**config.mk**
```make
export PLATFORM = sky130hd
export DESIGN_NAME = control_unit_mc
export DESIGN_NICKNAME = d
export VERILOG_FILES = /design/src/rtl/control_unit_mc_pkg.sv /design/src/rtl/control_unit_mc_irq_prio_enc.sv /design/src/rtl/shift_register.sv /design/src/rtl/control_unit_mc.sv
export SDC_FILE = /design/constraint.sdc
export NUM_CORES = 1
export LEC_CHECK = 0
export CORE_UTILIZATION = 34
export DETAILED_ROUTE_END_ITERATION = 8
export GPL_ROUTABILITY_DRIVEN = 0
export PLACE_DENSITY = 0.69
export RECOVER_POWER = 100
export SYNTH_ARGS = -nofsm -noshare
export SYNTH_HDL_FRONTEND = slang
export SYNTH_SLANG_ARGS = --single-unit
```
**constraint.sdc**
```tcl
create_clock -name clk -period 3.35 [get_ports clk]
set_clock_uncertainty 0.05 [all_clocks]
set_input_delay 0.5025 -clock clk [delete_from_list [all_inputs] [get_ports clk]]
set_output_delay 0.5025 -clock clk [all_outputs]
set_load 0.02 [all_outputs]
```
**src/rtl/control_unit_mc_pkg.sv**
```systemverilog
// Shared encodings for the multi-cycle control unit: FSM states, datapath
// mux-select codes and instruction opcodes.
package control_unit_mc_pkg;

    localparam int unsigned STATE_W = 5;

    typedef enum logic [STATE_W-1:0] {
        ST_RESET   = 5'b00001,
        ST_FETCH   = 5'b00010,
        ST_EXECUTE = 5'b00100,
        ST_IRQ     = 5'b01000,
        ST_HALT    = 5'b10000
    } state_t;

    localparam logic [1:0] ADDR_SEL_IR  = 2'b00;
    localparam logic [1:0] ADDR_SEL_ACC = 2'b01;
    localparam logic [1:0] ADDR_SEL_PC  = 2'b10;

    localparam logic [2:0] PC_SEL_INC   = 3'b000;
    localparam logic [2:0] PC_SEL_ACC   = 3'b001;
    localparam logic [2:0] PC_SEL_BACK3 = 3'b010;
    localparam logic [2:0] PC_SEL_SKIP2 = 3'b011;
    localparam logic [2:0] PC_SEL_VEC   = 3'b100;
    localparam logic [2:0] PC_SEL_EPC   = 3'b101;

    localparam logic [1:0] ACC_SEL_ALU = 2'b00;
    localparam logic [1:0] ACC_SEL_MEM = 2'b01;
    localparam logic [1:0] ACC_SEL_PC  = 2'b10;

    localparam logic [2:0] OPC_LDA = 3'b000;
    localparam logic [2:0] OPC_STA = 3'b001;
    localparam logic [2:0] OPC_EXT = 3'b111;

    localparam logic [7:0] OP_ACC_LAST = 8'hF4;
    localparam logic [7:0] OP_EI       = 8'hF5;
    localparam logic [7:0] OP_DI       = 8'hF6;
    localparam logic [7:0] OP_RETI     = 8'hF7;
    localparam logic [7:0] OP_BEQ_FWD  = 8'hF8;
    localparam logic [7:0] OP_BEQ_BWD  = 8'hF9;
    localparam logic [7:0] OP_BNE_FWD  = 8'hFA;
    localparam logic [7:0] OP_BNE_BWD  = 8'hFB;
    localparam logic [7:0] OP_LDAR     = 8'hFC;
    localparam logic [7:0] OP_JMP      = 8'hFD;
    localparam logic [7:0] OP_JSR      = 8'hFE;
    localparam logic [7:0] OP_HLT      = 8'hFF;

    // Instructions that wait on the memory handshake during EXECUTE.
    function automatic logic is_mem_op(input logic [7:0] ins);
        return (ins[7:5] != OPC_EXT) || (ins == OP_LDAR);
    endfunction

endpackage

```
**src/rtl/control_unit_mc_irq_prio_enc.sv**
```systemverilog
// Fixed-priority interrupt encoder: the lowest set index wins.
module irq_prio_enc #(
    parameter int unsigned N_IRQ = 4,
    parameter int unsigned IDX_W = (N_IRQ > 1) ? $clog2(N_IRQ) : 1
) (
    input  logic [N_IRQ-1:0] req,
    output logic             valid,
    output logic [IDX_W-1:0] index,
    output logic [N_IRQ-1:0] onehot
);

    always_comb begin
        valid  = 1'b0;
        index  = '0;
        onehot = '0;
        for (int unsigned i = 0; i < N_IRQ; i++) begin
            if (req[i] && !valid) begin
                valid     = 1'b1;
                index     = IDX_W'(i);
                onehot[i] = 1'b1;
            end
        end
    end

endmodule

```
**src/rtl/shift_register.sv**
```systemverilog
// Parallel-load register with a serial scan path; shift takes priority
// over load, and the MSB is presented on serial_out.
module shift_register #(
    parameter int unsigned           WIDTH       = 8,
    parameter logic [WIDTH-1:0]      RESET_VALUE = '0
) (
    input  logic             clk,
    input  logic             rst_n,
    input  logic             load,
    input  logic             shift,
    input  logic [WIDTH-1:0] d,
    input  logic             serial_in,
    output logic [WIDTH-1:0] q,
    output logic             serial_out
);

    always_ff @(posedge clk) begin
        if (!rst_n)
            q <= RESET_VALUE;
        else if (shift)
            q <= {q[WIDTH-2:0], serial_in};
        else if (load)
            q <= d;
    end

    assign serial_out = q[WIDTH-1];

endmodule

```
**src/rtl/control_unit_mc.sv**
```systemverilog
// Multi-cycle fetch/execute sequencer with memory wait states, prioritised
// interrupts (EPC, IE, wake-from-halt) and a scannable state/IE/EPC chain.
module control_unit_mc
    import control_unit_mc_pkg::*;
#(
    parameter int unsigned ADDR_W   = 5,
    parameter int unsigned N_IRQ    = 4,
    parameter int unsigned VEC_BASE = 'h18,
    parameter bit          IE_RESET = 1'b0
) (
    input  logic              clk,
    input  logic              rst_n,
    input  logic              processor_enable,
    input  logic [7:0]        instruction,
    input  logic              ZF,
    input  logic [ADDR_W-1:0] pc_in,
    input  logic              mem_ready,
    input  logic [N_IRQ-1:0]  irq,
    output logic              mem_req,
    output logic              mem_write_enable,
    output logic [1:0]        mem_addr_mux_select,
    output logic              pc_write_enable,
    output logic [2:0]        pc_mux_select,
    output logic              acc_write_enable,
    output logic [1:0]        acc_mux_select,
    output logic              ir_load_enable,
    output logic [N_IRQ-1:0]  irq_ack,
    output logic [ADDR_W-1:0] irq_vector,
    output logic [ADDR_W-1:0] epc,
    output logic              processor_halted,
    input  logic              scan_enable,
    input  logic              scan_in,
    output logic              scan_out
);

    localparam int unsigned CHAIN_W   = STATE_W + 1 + ADDR_W;
    localparam int unsigned IRQ_IDX_W = (N_IRQ > 1) ? $clog2(N_IRQ) : 1;
    localparam logic [CHAIN_W-1:0] CHAIN_RST = {ST_RESET, IE_RESET, {ADDR_W{1'b0}}};

    logic [CHAIN_W-1:0]   chain_q, chain_d;
    state_t               state, nxt_state;
    logic                 ie, nxt_ie;
    logic [ADDR_W-1:0]    nxt_epc;
    logic                 irq_valid;
    logic [IRQ_IDX_W-1:0] irq_idx;
    logic [N_IRQ-1:0]     irq_onehot;

    logic                 req_c, mem_we_c, pc_we_c, acc_we_c, ir_ld_c, ack_c, halt_c;
    logic                 done, mem_op;
    logic [1:0]           addr_sel_c, acc_sel_c;
    logic [2:0]           pc_sel_c;
    logic                 strobe_en;

    // State, IE and EPC live in one register so they form a single scan chain.
    shift_register #(
        .WIDTH       (CHAIN_W),
        .RESET_VALUE (CHAIN_RST)
    ) u_state_chain (
        .clk        (clk),
        .rst_n      (rst_n),
        .load       (processor_enable),
        .shift      (scan_enable),
        .d          (chain_d),
        .serial_in  (scan_in),
        .q          (chain_q),
        .serial_out (scan_out)
    );

    irq_prio_enc #(
        .N_IRQ (N_IRQ),
        .IDX_W (IRQ_IDX_W)
    ) u_irq_prio_enc (
        .req    (irq),
        .valid  (irq_valid),
        .index  (irq_idx),
        .onehot (irq_onehot)
    );

    assign state      = state_t'(chain_q[CHAIN_W-1 -: STATE_W]);
    assign ie         = chain_q[ADDR_W];
    assign epc        = chain_q[ADDR_W-1:0];
    assign chain_d    = {nxt_state, nxt_ie, nxt_epc};
    assign irq_vector = ADDR_W'(VEC_BASE) + ADDR_W'(irq_idx);

    always_comb begin
        nxt_state  = state;
        nxt_ie     = ie;
        nxt_epc    = epc;
        req_c      = 1'b0;
        mem_we_c   = 1'b0;
        pc_we_c    = 1'b0;
        acc_we_c   = 1'b0;
        ir_ld_c    = 1'b0;
        ack_c      = 1'b0;
        halt_c     = 1'b0;
        addr_sel_c = ADDR_SEL_IR;
        pc_sel_c   = PC_SEL_INC;
        acc_sel_c  = ACC_SEL_ALU;
        done       = 1'b1;
        mem_op     = is_mem_op(instruction);

        case (state)
            ST_RESET: nxt_state = ST_FETCH;

            ST_FETCH: begin
                req_c      = 1'b1;
                addr_sel_c = ADDR_SEL_PC;
                if (mem_ready) begin
                    ir_ld_c   = 1'b1;
                    pc_we_c   = 1'b1;
                    nxt_state = ST_EXECUTE;
                end
            end

            ST_EXECUTE: begin
                if (mem_op) begin
                    req_c      = 1'b1;
                    done       = mem_ready;
                    addr_sel_c = (instruction == OP_LDAR) ? ADDR_SEL_ACC : ADDR_SEL_IR;
                end
                if (instruction[7:5] != OPC_EXT) begin
                    case (instruction[7:5])
                        OPC_LDA: begin
                            acc_sel_c = ACC_SEL_MEM;
                            acc_we_c  = mem_ready;
                        end
                        OPC_STA: mem_we_c = mem_ready;
                        default: acc_we_c = mem_ready;
                    endcase
                end else if (!instruction[4] || instruction <= OP_ACC_LAST) begin
                    acc_we_c = 1'b1;
                end else begin
                    case (instruction)
                        OP_EI:   nxt_ie = 1'b1;
                        OP_DI:   nxt_ie = 1'b0;
                        OP_RETI: begin
                            pc_we_c  = 1'b1;
                            pc_sel_c = PC_SEL_EPC;
                            nxt_ie   = 1'b1;
                        end
                        OP_BEQ_FWD: begin
                            pc_we_c  = ZF;
                            pc_sel_c = PC_SEL_SKIP2;
                        end
                        OP_BEQ_BWD: begin
                            pc_we_c  = ZF;
                            pc_sel_c = PC_SEL_BACK3;
                        end
                        OP_BNE_FWD: begin
                            pc_we_c  = !ZF;
                            pc_sel_c = PC_SEL_SKIP2;
                        end
                        OP_BNE_BWD: begin
                            pc_we_c  = !ZF;
                            pc_sel_c = PC_SEL_BACK3;
                        end
                        OP_LDAR: begin
                            acc_sel_c = ACC_SEL_MEM;
                            acc_we_c  = mem_ready;
                        end
                        OP_JMP: begin
                            pc_we_c  = 1'b1;
                            pc_sel_c = PC_SEL_ACC;
                        end
                        OP_JSR: begin
                            pc_we_c   = 1'b1;
                            pc_sel_c  = PC_SEL_ACC;
                            acc_we_c  = 1'b1;
                            acc_sel_c = ACC_SEL_PC;
                        end
                        default: ;
                    endcase
                end
                // Use the post-instruction IE so EI can admit a pending irq at once.
                if (done) begin
                    if (instruction == OP_HLT)
                        nxt_state = ST_HALT;
                    else if (nxt_ie && irq_valid)
                        nxt_state = ST_IRQ;
                    else
                        nxt_state = ST_FETCH;
                end
            end

            ST_IRQ: begin
                pc_we_c   = 1'b1;
                pc_sel_c  = PC_SEL_VEC;
                ack_c     = 1'b1;
                nxt_epc   = pc_in;
                nxt_ie    = 1'b0;
                nxt_state = ST_FETCH;
            end

            ST_HALT: begin
                halt_c = 1'b1;
                if (ie && irq_valid)
                    nxt_state = ST_IRQ;
            end

            default: nxt_state = ST_FETCH;
        endcase
    end

    assign strobe_en = rst_n && processor_enable && !scan_enable;

    assign mem_req             = req_c && strobe_en;
    assign mem_write_enable    = mem_we_c && strobe_en;
    assign pc_write_enable     = pc_we_c && strobe_en;
    assign acc_write_enable    = acc_we_c && strobe_en;
    assign ir_load_enable      = ir_ld_c && strobe_en;
    assign irq_ack             = (ack_c && strobe_en) ? irq_onehot : '0;
    assign mem_addr_mux_select = addr_sel_c;
    assign pc_mux_select       = pc_sel_c;
    assign acc_mux_select      = acc_sel_c;
    assign processor_halted    = halt_c;

endmodule

```
==> out/qor.yml <==
overflow: 0
area_delta_synth_final_pct: 49.1
grt_pass1_vias: 1156
worstPathRequired_ns: 2.80
synth_area_leaders: "dfxtp_1 (21%), nor2_1 (6.7%), buf_4 (5.6%)"
dieArea_um2: 3380
worstMarginPinSlew_ns: 0.994
cts_buffer_depth: 2
clk_latency_ns: 0.26
status: "completed"
antenna_found_initial: 0
ant_nets: 0
syn_avg_cell_area_um2: 7.10
grt_pass1_wl_um: 5000
post-route-util_pct: 52.8
finish.instance_area_um2: 1600
n_antenna_cell: 0
place_ws_ns: 0.0796
min-delay-path-class: "reg2reg"
yosysUniqueCellTypes: 50
fin_cells: 243
clk_pin_slew_ns: 0.07
grt_max_degree: 14
synth_seq_area_share_pct: 20.5
leakage_nw: 0.665
crit_path_end_kind: "primary output"
drcViolationCount: 0
yosysWarnings: 0
startpoint: "rst_n"
hold_start: "u_state_chain.q[8]"
ys_ff_latch: 11
htree_levels: 1
worstSetupPathType: "in2out"
netlist_area_um2: 1070
first_pass_iters: 4
synth_edf_count: 0
setup_violations: 0
fin_nets: 224
root_buffer: "clkbuf_4"
io_buffers: 48
viasPerCell: 5.26
timing.rr.start: "u_state_chain.q[7]"
finalSetupTns_ns: 0
maxCapViolations: 0
powerDensity_nw_per_um2: 238
reg2reg_slack_ns: 0.94
dp_cells: 239
max-slew-margin-rel_pct: 33.0
fin_total_pwr_mw: 0.381
yosysTopAreaCell: "dfxtp_1"
cts_sinks: 11
reg_top3: "u_state_chain.q: 11 flops"
cts_setup_buffers: 0
timing.final.crit_period_ns: 3.18
clock.fmax_ghz: 0.314
cts_buffers: 3
initial_core_util_pct: 35.4
synth_top_cell_area_share_pct: 20.5
drv_slew: 0
wl_per_cell_um: 12.6
rsz0062_at_grt: "false"
peakVddDrop_v: 0.000260
drive_gt1_share_pct: 7.04
num-fill-cells: 309
synthFlopType: "dfxtp_1"
syn_inst: 151
largest_reg_flops: 11
first_iter_violations: 89
hpwl_um: 2480
num_io_pins: 52
core_area_um2: 3030
placed_area_um2: 1600
worst_slack_ns: 0.170
cts_hold_buf: 0
hold_slack_ns: 0.455
fin_crit_sh_pct: 94.9
async_flop_share_pct: 0
rows: 20
die_w_um: 58.2
wl_um: 3050
vias: 1277
crit_path_start_kind: "input port"
grt_util_all_layers_pct: 18.3
cts_tree: "built"
arrival_ns: 2.63
die_h_um: 58.2
top_register: "u_state_chain.q"
cp_max_fo: 7
post_cts_resize_count: 0
finalHoldViolations: 0
[power by group]
part / internal [mW] / switching [mW]
registers: 0.141 / 0.00800
logic: 0.0685 / 0.0750
clock network: 0.0460 / 0.0426
[metal layers]
layer	vias to the layer above	wire (um)	GRT usage (%)	share of wire (%)
met5	-	0	0	0
met4	0	0	1.36	0
met3	0	183	3.35	6.0
met2	52	1400	31.4	46
met1	582	1470	24.8	48
li1	643	-	-	-
[worst paths after layout]
path	endpoint	depth (start not counted)
max	mem_write_enable	6
min reg2reg	u_state_chain.q[8]	2
max reg2reg	u_state_chain.q[1]	5
min	u_state_chain.q[8]	2
[synthesized netlist by cell type (all sizes together) (3+ instances only)]
library cell,n
a211oi,5
a21oi,6
and3,4
buf,10
clkbuf,4
dfxtp,11
inv,10
mux2i,5
nand2,10
nand2b,4
nand3,4
nor2,19
nor3,8
o21ai,7
o31a,3
or3,3
[cell type report]
| cell class | count | area (um^2) | share of cell area (%) |
|---|---|---|---|
| timing repair buffer | 57 | 538 | 33.6 |
| tap | 44 | 55.1 | 3.44 |
| sequential | 11 | 220 | 13.8 |
| inverter | 11 | 41.3 | 2.58 |
| clock buffer | 4 | 26.3 | 1.64 |
| multi-input combinational | 116 | 718 | 44.9 |
[placed cells by master, fill, tap and decap left out, drive strengths merged, types with 2 or more instances in the layout]
cell type and count:
a221oi 2, and3 4, clkdlybuf4s50 24, nand2 10
inv 10, nand3 4, a21oi 6, dfxtp 11
o21a 2, or2 2, o21ai 7, nor3b 2
o41ai 2, or3 3, nor4b 2, buf 8
nor3 8, nand2b 4, o31a 3, nor2 19
dlygate4sd3 23, a211oi 5, and4 2, a31oi 2
mux2i 5, clkbuf 6, nand3b 2, conb 3
[cell families (layout without fill, tap and decap cells)]
kind of cell	Yosys count	after routing	synth area share, %
buffers and inverters	25	72	11.7
AOI/OAI and AO/OA	39	39	26.8
DFF	11	11	20.5
xor gates and xnor gates	2	2	1.63
other	2	3	0.700
and+or+nand+nor	66	66	32.6
muxes	6	6	6.07
[worst max-delay path, cell delays in order]
cell and delay (ns):
dlygate4sd3_1 0.70, inv_1 0.10, nor3_1 0.30, nand2_1 0.14, nor3_1 0.20, dlygate4sd3_1 0.69
Power figures use the tool's default switching activity.
